### config.mk
export PLATFORM = sky130hd
export DESIGN_NAME = led_share_arbiter
export DESIGN_NICKNAME = d
export VERILOG_FILES = /design/src/rtl/led_share_arbiter.sv
export SDC_FILE = /design/constraint.sdc
export NUM_CORES = 1
export LEC_CHECK = 0
export BUFFER_PORTS_ARGS = -buffer_cell sky130_fd_sc_hd__buf_2
export CELL_PAD_IN_SITES_DETAIL_PLACEMENT = 1
export CELL_PAD_IN_SITES_GLOBAL_PLACEMENT = 1
export CORE_MARGIN = 2
export CORE_UTILIZATION = 40
export CTS_BUF_LIST = sky130_fd_sc_hd__clkbuf_4
export DETAILED_ROUTE_END_ITERATION = 12
export PLACE_DENSITY_LB_ADDON = 0.2
export SYNTH_ARGS = -nofsm -noshare
export SYNTH_HDL_FRONTEND = slang
export SYNTH_SLANG_ARGS = --single-unit
### constraint.sdc
create_clock -name clk -period 2.3 [get_ports clk]
set_input_delay 0.115 -clock clk [delete_from_list [all_inputs] [get_ports clk]]
set_output_delay 0.115 -clock clk [all_outputs]
set_load 0.02 [all_outputs]
### src/rtl/led_share_arbiter.sv
// led_share_arbiter
//   Round-robin time-slice arbiter that shares the four user LEDs among up
//   to four display sources. Each source raises req[i] and presents a 4-bit
//   pattern on pat[4i+3:4i]. The owner keeps the LEDs for one slice of
//   TICK_DIV*SLICE_TICKS cycles. After that the LEDs rotate to the next
//   active requester. A lone requester keeps its grant through silent
//   renewals.
//
// Parameters
//   TICK_DIV    clk cycles per slice tick (>= 2)
//   SLICE_TICKS ticks per grant slice (>= 1)
//
// Ports
//   clk          system clock
//   rst          synchronous reset, active-high
//   req[3:0]     per-source request
//   pat[15:0]    per-source LED patterns, nibble i = source i
//   grant[3:0]   registered one-hot grant, zero when nobody owns the LEDs
//   owner[1:0]   index of the current owner; holds the last owner when idle
//   owner_valid  high while any grant bit is set
//   leds[3:0]    registered LED drive
//
// Optional feature
//   Define LED_BLANK_GAP_EN to blank the LEDs for TICK_DIV cycles on every
//   change of owner. Renewals and releases to idle are not blanked.
module led_share_arbiter #(
  parameter int TICK_DIV    = 125000,
  parameter int SLICE_TICKS = 1000
) (
  input  logic        clk,
  input  logic        rst,
  input  logic [3:0]  req,
  input  logic [15:0] pat,
  output logic [3:0]  grant,
  output logic [1:0]  owner,
  output logic        owner_valid,
  output logic [3:0]  leds
);

  localparam int PW = $clog2(TICK_DIV);
  localparam int SW = $clog2(SLICE_TICKS + 1);
  localparam logic [PW-1:0] PRESC_MAX = PW'(TICK_DIV - 1);
  localparam logic [SW-1:0] SLICE_MAX = SW'(SLICE_TICKS - 1);

`ifdef LED_BLANK_GAP_EN
  typedef enum logic [1:0] {IDLE, GRANT, GAP} state_t;
`else
  typedef enum logic [0:0] {IDLE, GRANT} state_t;
`endif

  state_t        state, state_n;
  logic [3:0]    grant_n, leds_n;
  logic [1:0]    owner_n, last, last_n;
  logic [PW-1:0] presc, presc_n;
  logic [SW-1:0] slice, slice_n;
  logic [2:0]    pick;
  logic          tick, expire, others;

  // Round-robin search starting just after 'from'. 'from' itself is the
  // last candidate. The loop runs from the farthest candidate to the
  // nearest, so the nearest requester overwrites the result.
  // Bit 2 of the result flags that a requester was found.
  function automatic logic [2:0] select_next(input logic [3:0] r, input logic [1:0] from);
    logic [2:0] res;
    logic [1:0] idx;
    res = 3'b000;
    for (int k = 4; k >= 1; k--) begin
      idx = from + 2'(k);
      if (r[idx]) res = {1'b1, idx};
    end
    return res;
  endfunction

  assign pick        = select_next(req, last);
  assign tick        = (presc == PRESC_MAX);
  assign expire      = tick && (slice == SLICE_MAX);
  assign others      = (req & ~(4'b0001 << owner)) != 4'b0000;
  assign owner_valid = |grant;

  // State and output registers. Every output is registered, so leds and
  // grant never glitch combinationally.
  always_ff @(posedge clk) begin
    if (rst) begin
      state <= IDLE;
      grant <= 4'b0000;
      owner <= 2'd0;
      last  <= 2'd3;
      presc <= '0;
      slice <= '0;
      leds  <= 4'b0000;
    end else begin
      state <= state_n;
      grant <= grant_n;
      owner <= owner_n;
      last  <= last_n;
      presc <= presc_n;
      slice <= slice_n;
      leds  <= leds_n;
    end
  end

  // Next-state logic. In GRANT the owner's pattern is copied to the LEDs
  // every cycle. A release either hands over directly (or through GAP) or
  // drops to IDLE, where the LEDs go dark on the same edge as the grant.
  always_comb begin
    state_n = state;
    grant_n = grant;
    owner_n = owner;
    last_n  = last;
    presc_n = presc;
    slice_n = slice;
    leds_n  = 4'b0000;
    case (state)
      IDLE: begin
        if (pick[2]) begin
          state_n = GRANT;
          grant_n = 4'b0001 << pick[1:0];
          owner_n = pick[1:0];
          last_n  = pick[1:0];
          presc_n = '0;
          slice_n = '0;
        end
      end
      GRANT: begin
        leds_n  = pat[{owner, 2'b00} +: 4];
        presc_n = tick ? '0 : presc + PW'(1);
        slice_n = tick ? slice + SW'(1) : slice;
        if (!req[owner] || (expire && others)) begin
          presc_n = '0;
          slice_n = '0;
          if (pick[2]) begin
`ifdef LED_BLANK_GAP_EN
            state_n = GAP;
            grant_n = 4'b0000;
            leds_n  = 4'b0000;
`else
            state_n = GRANT;
            grant_n = 4'b0001 << pick[1:0];
            owner_n = pick[1:0];
            last_n  = pick[1:0];
`endif
          end else begin
            state_n = IDLE;
            grant_n = 4'b0000;
            leds_n  = 4'b0000;
          end
        end else if (expire) begin
          // The lone requester renews its slice. The grant and the LEDs are untouched.
          presc_n = '0;
          slice_n = '0;
        end
      end
`ifdef LED_BLANK_GAP_EN
      GAP: begin
        // The prescaler times the blank interval. At its end, the arbiter
        // reselects from the requests present on that cycle.
        presc_n = presc + PW'(1);
        if (tick) begin
          presc_n = '0;
          slice_n = '0;
          if (pick[2]) begin
            state_n = GRANT;
            grant_n = 4'b0001 << pick[1:0];
            owner_n = pick[1:0];
            last_n  = pick[1:0];
          end else begin
            state_n = IDLE;
          end
        end
      end
`endif
      default: begin
        state_n = IDLE;
        grant_n = 4'b0000;
      end
    endcase
  end

endmodule

==> results of run 1 <==
## cell families (layout without fill, tap and decap cells)
group / count (synthesis) / after routing
buffers and inverters: 17 / 62
AO/OA/AOI/OAI: 71 / 71
flip-flops: 40 / 40
XOR/XNOR: 3 / 3
AND/OR/NAND/NOR: 101 / 101
multiplexers: 7 / 7
adder cells (fa/ha/maj): 2 / 2
## stage by stage
stage	hold slack, ps	std cells	instance area [sq um]	utilization
after floorplan	286	241	2170	-
after global placement	459	346	2460	0.476
after detailed placement	467	346	2460	0.476
after CTS	193	354	2540	0.491
after global routing	211	356	2570	0.497
final	210	356	2570	0.497
## layer usage
layer | GRT usage | wire [um] | vias up
li1 | - | - | 1020
met1 | 0.262 | 2800 | 1008
met2 | 0.330 | 2680 | 34
met3 | 0.0419 | 234 | 2
met4 | 0.0429 | 21 | 0
met5 | 0 | 0 | -
## worst paths after layout
kind	start	end	slack, ps	depth (start not counted)
hold reg to reg	slice[1]$_SDFFE_PP0P_	slice[1]$_SDFFE_PP0P_	480	2
setup reg to reg	presc[3]$_SDFFE_PP0P_	grant[2]$_SDFFE_PP0P_	110	6
setup / recovery	presc[3]$_SDFFE_PP0P_	grant[2]$_SDFFE_PP0P_	110	6
hold / removal	pat[8]	leds[0]$_SDFF_PP0_	210	3
## sequential cells by signal, indices dropped and copies added, names as in the netlist
register / count
state: 1
slice: 10
presc: 17
grant: 4
leds: 4
last: 2
owner: 2
## final cells by class
class                           instances  share of cell area
Multi-Input combinational cell        184               0.501
Sequential cell                        40               0.312
Timing Repair Buffer                   50               0.115
Tap cell                               70              0.0340
Clock inverter                          3              0.0165
Clock buffer                            5              0.0146
Inverter                                4             0.00584
## layout by cell type (no fill, tap or decap), types with 7 or more instances in the layout
master	count
a21oi_1	19
a311oi_1	7
buf_2	33
buf_4	16
dfxtp_1	38
nand2_1	19
nand3_1	11
nor2_1	13
o21ai_0	13
or4_1	8
## report_power, final
part / internal, mW / leakage, nW / switching (mW)
combinational: 0.119 / 0.619 / 0.167
sequential: 0.719 / 0.326 / 0.0214
clock: 0.227 / 0.0412 / 0.256
## worst min-delay path, stage by stage
cell    delay, ps
buf_2          70
mux4_2        210
and3_1        150
## repair_timing
item / in CTS / in global routing
endpoints found under the setup margin: 0 / 11
gates resized for setup: 0 / 5
setup buffers: 0 / 1
hold endpoints to repair: 0 / 0
==> flow_metrics.py, run 1 <==
metrics = {
    "sta": {
        "slew_violations": 0,
        "fin_crit_sh": 0.950,
        "relSlewSlack": 0.545,
        "grt_setup_unrepaired": "no",
        "clock.fmax_ghz": 0.457,
        "skew_ps": 15.9,
        "period_needed_ps": 2190,
        "fin_tns_setup_ps": 0,
        "setup_ws_ps": 114,
        "hold_viol": 0,
        "worstMarginPinSlew_ps": 676,
        "finalSetupViolCount": 0,
    },
    "setup_path": {
        "cp_top_family": "simple AND/OR/NAND/NOR gates",
        "path_class": "flip-flop to flip-flop",
        "critPathRequiredTime_ps": 2550,
        "crit_chain": "or4_1, nor4_4, buf_6, and4_1, a211oi_2, a22o_1",
        "slowest_stage": "or4_1",
        "critical_path_arrival_ps": 2430,
        "endpoint_kind": "flip-flop",
        "crit_fanout": 6,
        "slowest_delay_ps": 570,
        "crit_path_start_kind": "flip-flop",
        "worst-path-buf-inv": 1,
    },
    "place": {
        "pre_cts_ws_ps": 76.7,
        "numPortBuffers": 32,
        "place_congestion": 0.807,
        "hpwl_um": 4190,
    },
    "route": {
        "drtIter0Drc": 53,
        "ant_nets": 0,
        "wl_per_cell_um": 16.1,
        "drc": 0,
        "vias_per_cell": 5.80,
        "vias": 2064,
        "drt_first_pass_iters": 4,
        "drt-total-wl_um": 5740,
    },
    "floorplanning": {
        "die_x_um": 77.7,
        "ios": 33,
        "start_util": 0.420,
        "die_h_um": 77.7,
        "rows": 26,
        "die_area_sq_um": 6040,
        "core_sq_um": 5170,
    },
    "synth": {
        "ys.flop_type": "dfxtp_1",
        "syn_area_per_cell_sq_um": 9.01,
        "syn_nets": 265,
        "synthXorXnorAreaFrac": 0.0121,
        "synthTopCellsByArea": "dfxtp_1 (37%), mux4_2 (5.2%), a21oi_1 (4.4%), nand2_1 (3.3%), o21ai_0 (3.0%)",
        "synthMuxAreaShare": 0.0611,
        "synth_cells": 241,
        "ys_seq_area_frac": 0.369,
        "ys.warnings.count": 0,
        "synthSimpleGateAreaFrac": 0.274,
        "synth_top_area_cell": "dfxtp_1",
        "synth_top_family_by_area": "simple AND/OR/NAND/NOR gates",
        "synth_cell_types": 55,
        "synth.cell_area_sq_um": 2170,
        "synth_most_common_cell": "dfxtp_1",
        "ys_ff_latch": 40,
        "synth_commonest_cells": "dfxtp_1 (40), a21oi_1 (19), nand2_1 (19), nor2_1 (13), o21ai_0 (13)",
        "synth_edf_count": 0,
        "synth_top_area_share": 0.369,
        "synthArstFlopShare": 0,
        "synth_compound_area_frac": 0.229,
        "synthAdderAreaFrac": 0.0115,
    },
    "cts": {
        "cts-buffers-inserted": 5,
        "clock_tree.root_cell": "clkbuf_4",
        "cts_hold_buf": 0,
        "path_clk_slew_ps": 140,
        "cts_tree": "done",
        "htreeDepth": 2,
        "cts_sinks": 40,
        "clk_latency_ps": 350,
        "clockBufferDepth": 2,
    },
    "layout": {
        "syn2layout_area_growth_pct": 18.4,
        "drive_gt1_frac": 0.269,
        "seq_area_sq_um": 803,
        "finalNetCount": 309,
        "fillCellCount": 645,
        "multi_input_area_sq_um": 1290,
        "n_antenna_cell": 0,
    },
    "run": {
        "drv_cap": 0,
    },
    "status": {
        "status": "completed",
    },
    "power": {
        "vdd_drop_max_v": 0.000269,
        "total_power_mw": 1.51,
        "powerDensity_nw_per_um2": 587,
        "power_leakage_nw": 0.986,
    },
    "global_route": {
        "grt_usage": 0.198,
        "grt_pass1_vias": 2050,
        "grt_max_degree": 23,
        "grt_overflow": 0,
        "antenna_found_initial": 0,
        "grt_pass1_wl_um": 9820,
    },
    "worst_hold_path": {
        "hp-class": "primary input to flip-flop",
    },
}
No activity file was read; power rests on OpenSTA's default activity.
==> inputs of run 2 (changes only) <==
Settings changed: MAX_ROUTING_LAYER from default to met4.
==> flow_metrics.py, run 2 (synthesis gave the netlist of run 1 again) <==
metrics = {
    "status": {
        "status": "completed",
    },
    "layout": {
        "finalInstanceArea_sq_um": 2560,
        "n_antenna_cell": 0,
        "top_register": "presc",
        "layout_commonest_cell": "dfxtp_1",
        "drive_gt1_frac": 0.263,
        "reg_top3": "presc: 17 flops, slice: 10 flops",
        "syn2layout_area_growth_pct": 17.8,
        "final_core_util": 0.495,
        "finalNetCount": 308,
        "final_cell_mix": "dfxtp_1 (39), buf_2 (32), a21oi_1 (19), nand2_1 (19), buf_4 (16)",
        "largest_register_ffs": 17,
        "fillCellCount": 649,
        "final_cells": 355,
    },
    "route": {
        "top_layer": "met4",
        "vias": 2061,
        "drc": 0,
        "drt-met1-wl_um": 2830,
        "route.met2.wl_um": 2650,
        "drt-total-wl_um": 5710,
        "wl_per_cell_um": 16.1,
        "vias_per_cell": 5.81,
        "drtIter0Drc": 59,
        "wl_met3_um": 202,
        "ant_nets": 0,
        "drt_first_pass_iters": 4,
    },
    "sta": {
        "fin_tns_setup_ps": 0,
        "finalSetupViolCount": 0,
        "clock.fmax_ghz": 0.456,
        "finalHoldWorstSlack_ps": 215,
        "skew_ps": 12.3,
        "relSlewSlack": 0.543,
        "fin_crit_sh": 0.954,
        "setup_ws_ps": 107,
        "worstMarginPinSlew_ps": 678,
        "hold_viol": 0,
        "slew_violations": 0,
        "period_needed_ps": 2190,
    },
    "cts": {
        "htreeDepth": 2,
        "cts_sinks": 40,
        "path_clk_slew_ps": 140,
        "cts_hold_buf": 0,
        "clock_tree.root_cell": "clkbuf_4",
        "clockBufferDepth": 2,
        "clk_latency_ps": 350,
        "cts-buffers-inserted": 5,
        "cts_tree": "done",
    },
    "setup_path": {
        "path_class": "flip-flop to flip-flop",
        "endpoint_kind": "flip-flop",
        "cp-startpoint": "presc[5]$_SDFFE_PP0P_",
        "crit_fanout": 12,
        "reg2reg_depth": 6,
        "critPathRequiredTime_ps": 2600,
        "crit_path_start_kind": "flip-flop",
        "critical_path_arrival_ps": 2490,
        "timing.rr.start": "presc[5]$_SDFFE_PP0P_",
    },
    "place": {
        "numPortBuffers": 32,
        "place_area_sq_um": 2460,
        "hpwl_um": 4190,
        "dp_cells": 346,
        "pre_cts_ws_ps": 76.7,
        "place_congestion": 0.819,
    },
    "global_route": {
        "grt_pass1_wl_um": 9820,
        "grt_max_degree": 23,
        "grt_pass1_vias": 2050,
        "grt_overflow": 0,
        "antenna_found_initial": 0,
        "grt_usage": 0.203,
    },
    "worst_hold_path": {
        "hp-class": "primary input to flip-flop",
        "hold_path.startpoint": "rst",
        "whs_path_depth": 2,
    },
    "floorplanning": {
        "start_util": 0.420,
        "ios": 33,
        "rows": 26,
        "die_x_um": 77.7,
        "die_h_um": 77.7,
        "die_area_sq_um": 6040,
        "core_sq_um": 5170,
    },
    "power": {
        "powerDensity_nw_per_um2": 588,
        "total_power_mw": 1.50,
        "power_leakage_nw": 0.978,
        "vdd_drop_max_v": 0.000268,
    },
    "run": {
        "drv_cap": 0,
    },
}
-- run 2: changes by cell type in the layout (fill, tap and decap cells not counted) --
cell	delta
buf_2	-1
dfxtp_1	+1
dfxtp_2	-1
o21ai_2	+1
o21ai_4	-1
-- run 2: routing by layer --
layer  track usage  vias up
met3        0.0419        2
met5             -        -
met2         0.329       35
met4        0.0429        0
li1              -     1022
met1         0.263     1002
-- run 2: worst paths after layout --
| path | to | slack, ps |
|---|---|---|
| worst min-delay path | presc[1]$_SDFFE_PP0P_ | 210 |
| worst max register to register | slice[9]$_SDFFE_PP0P_ | 110 |
| worst min register to register | slice[1]$_SDFFE_PP0P_ | 480 |
| worst max-delay path | slice[9]$_SDFFE_PP0P_ | 110 |
-- run 2: cell type report --
class,count,area (sq um),area share
clock inverters,3,42.5,0.0166
well taps,70,87.6,0.0342
flip-flops and latches,40,802,0.313
repair buffers,49,292,0.114
multi-input cells,184,1280,0.501
clock buffers,5,37.5,0.0147
inverters,4,15.0,0.00587
-- run 2: where the power goes --
| group | total, mW | internal [mW] | leakage (nW) | switching [mW] |
|---|---|---|---|---|
| registers | 0.741 | 0.719 | 0.325 | 0.0212 |
| logic | 0.284 | 0.117 | 0.612 | 0.166 |
| clock network | 0.480 | 0.227 | 0.0412 | 0.253 |
| total | 1.50 | 1.06 | 0.978 | 0.441 |
-- run 2: repair_timing --
| item | 4_1_cts | 5_1_grt |
|---|---|---|
| resized for setup | 0 | 3 |
| setup endpoints to repair | 0 | 11 |
| setup buffers | 0 | 1 |
-- run 2: worst max-delay path, stage by stage (launching register included) --
cell     delay [ps]
dfxtp_1         350
or4b_4          550
nor4_4          310
buf_6           200
o21ai_2         150
or4_1           440
a21oi_1         150
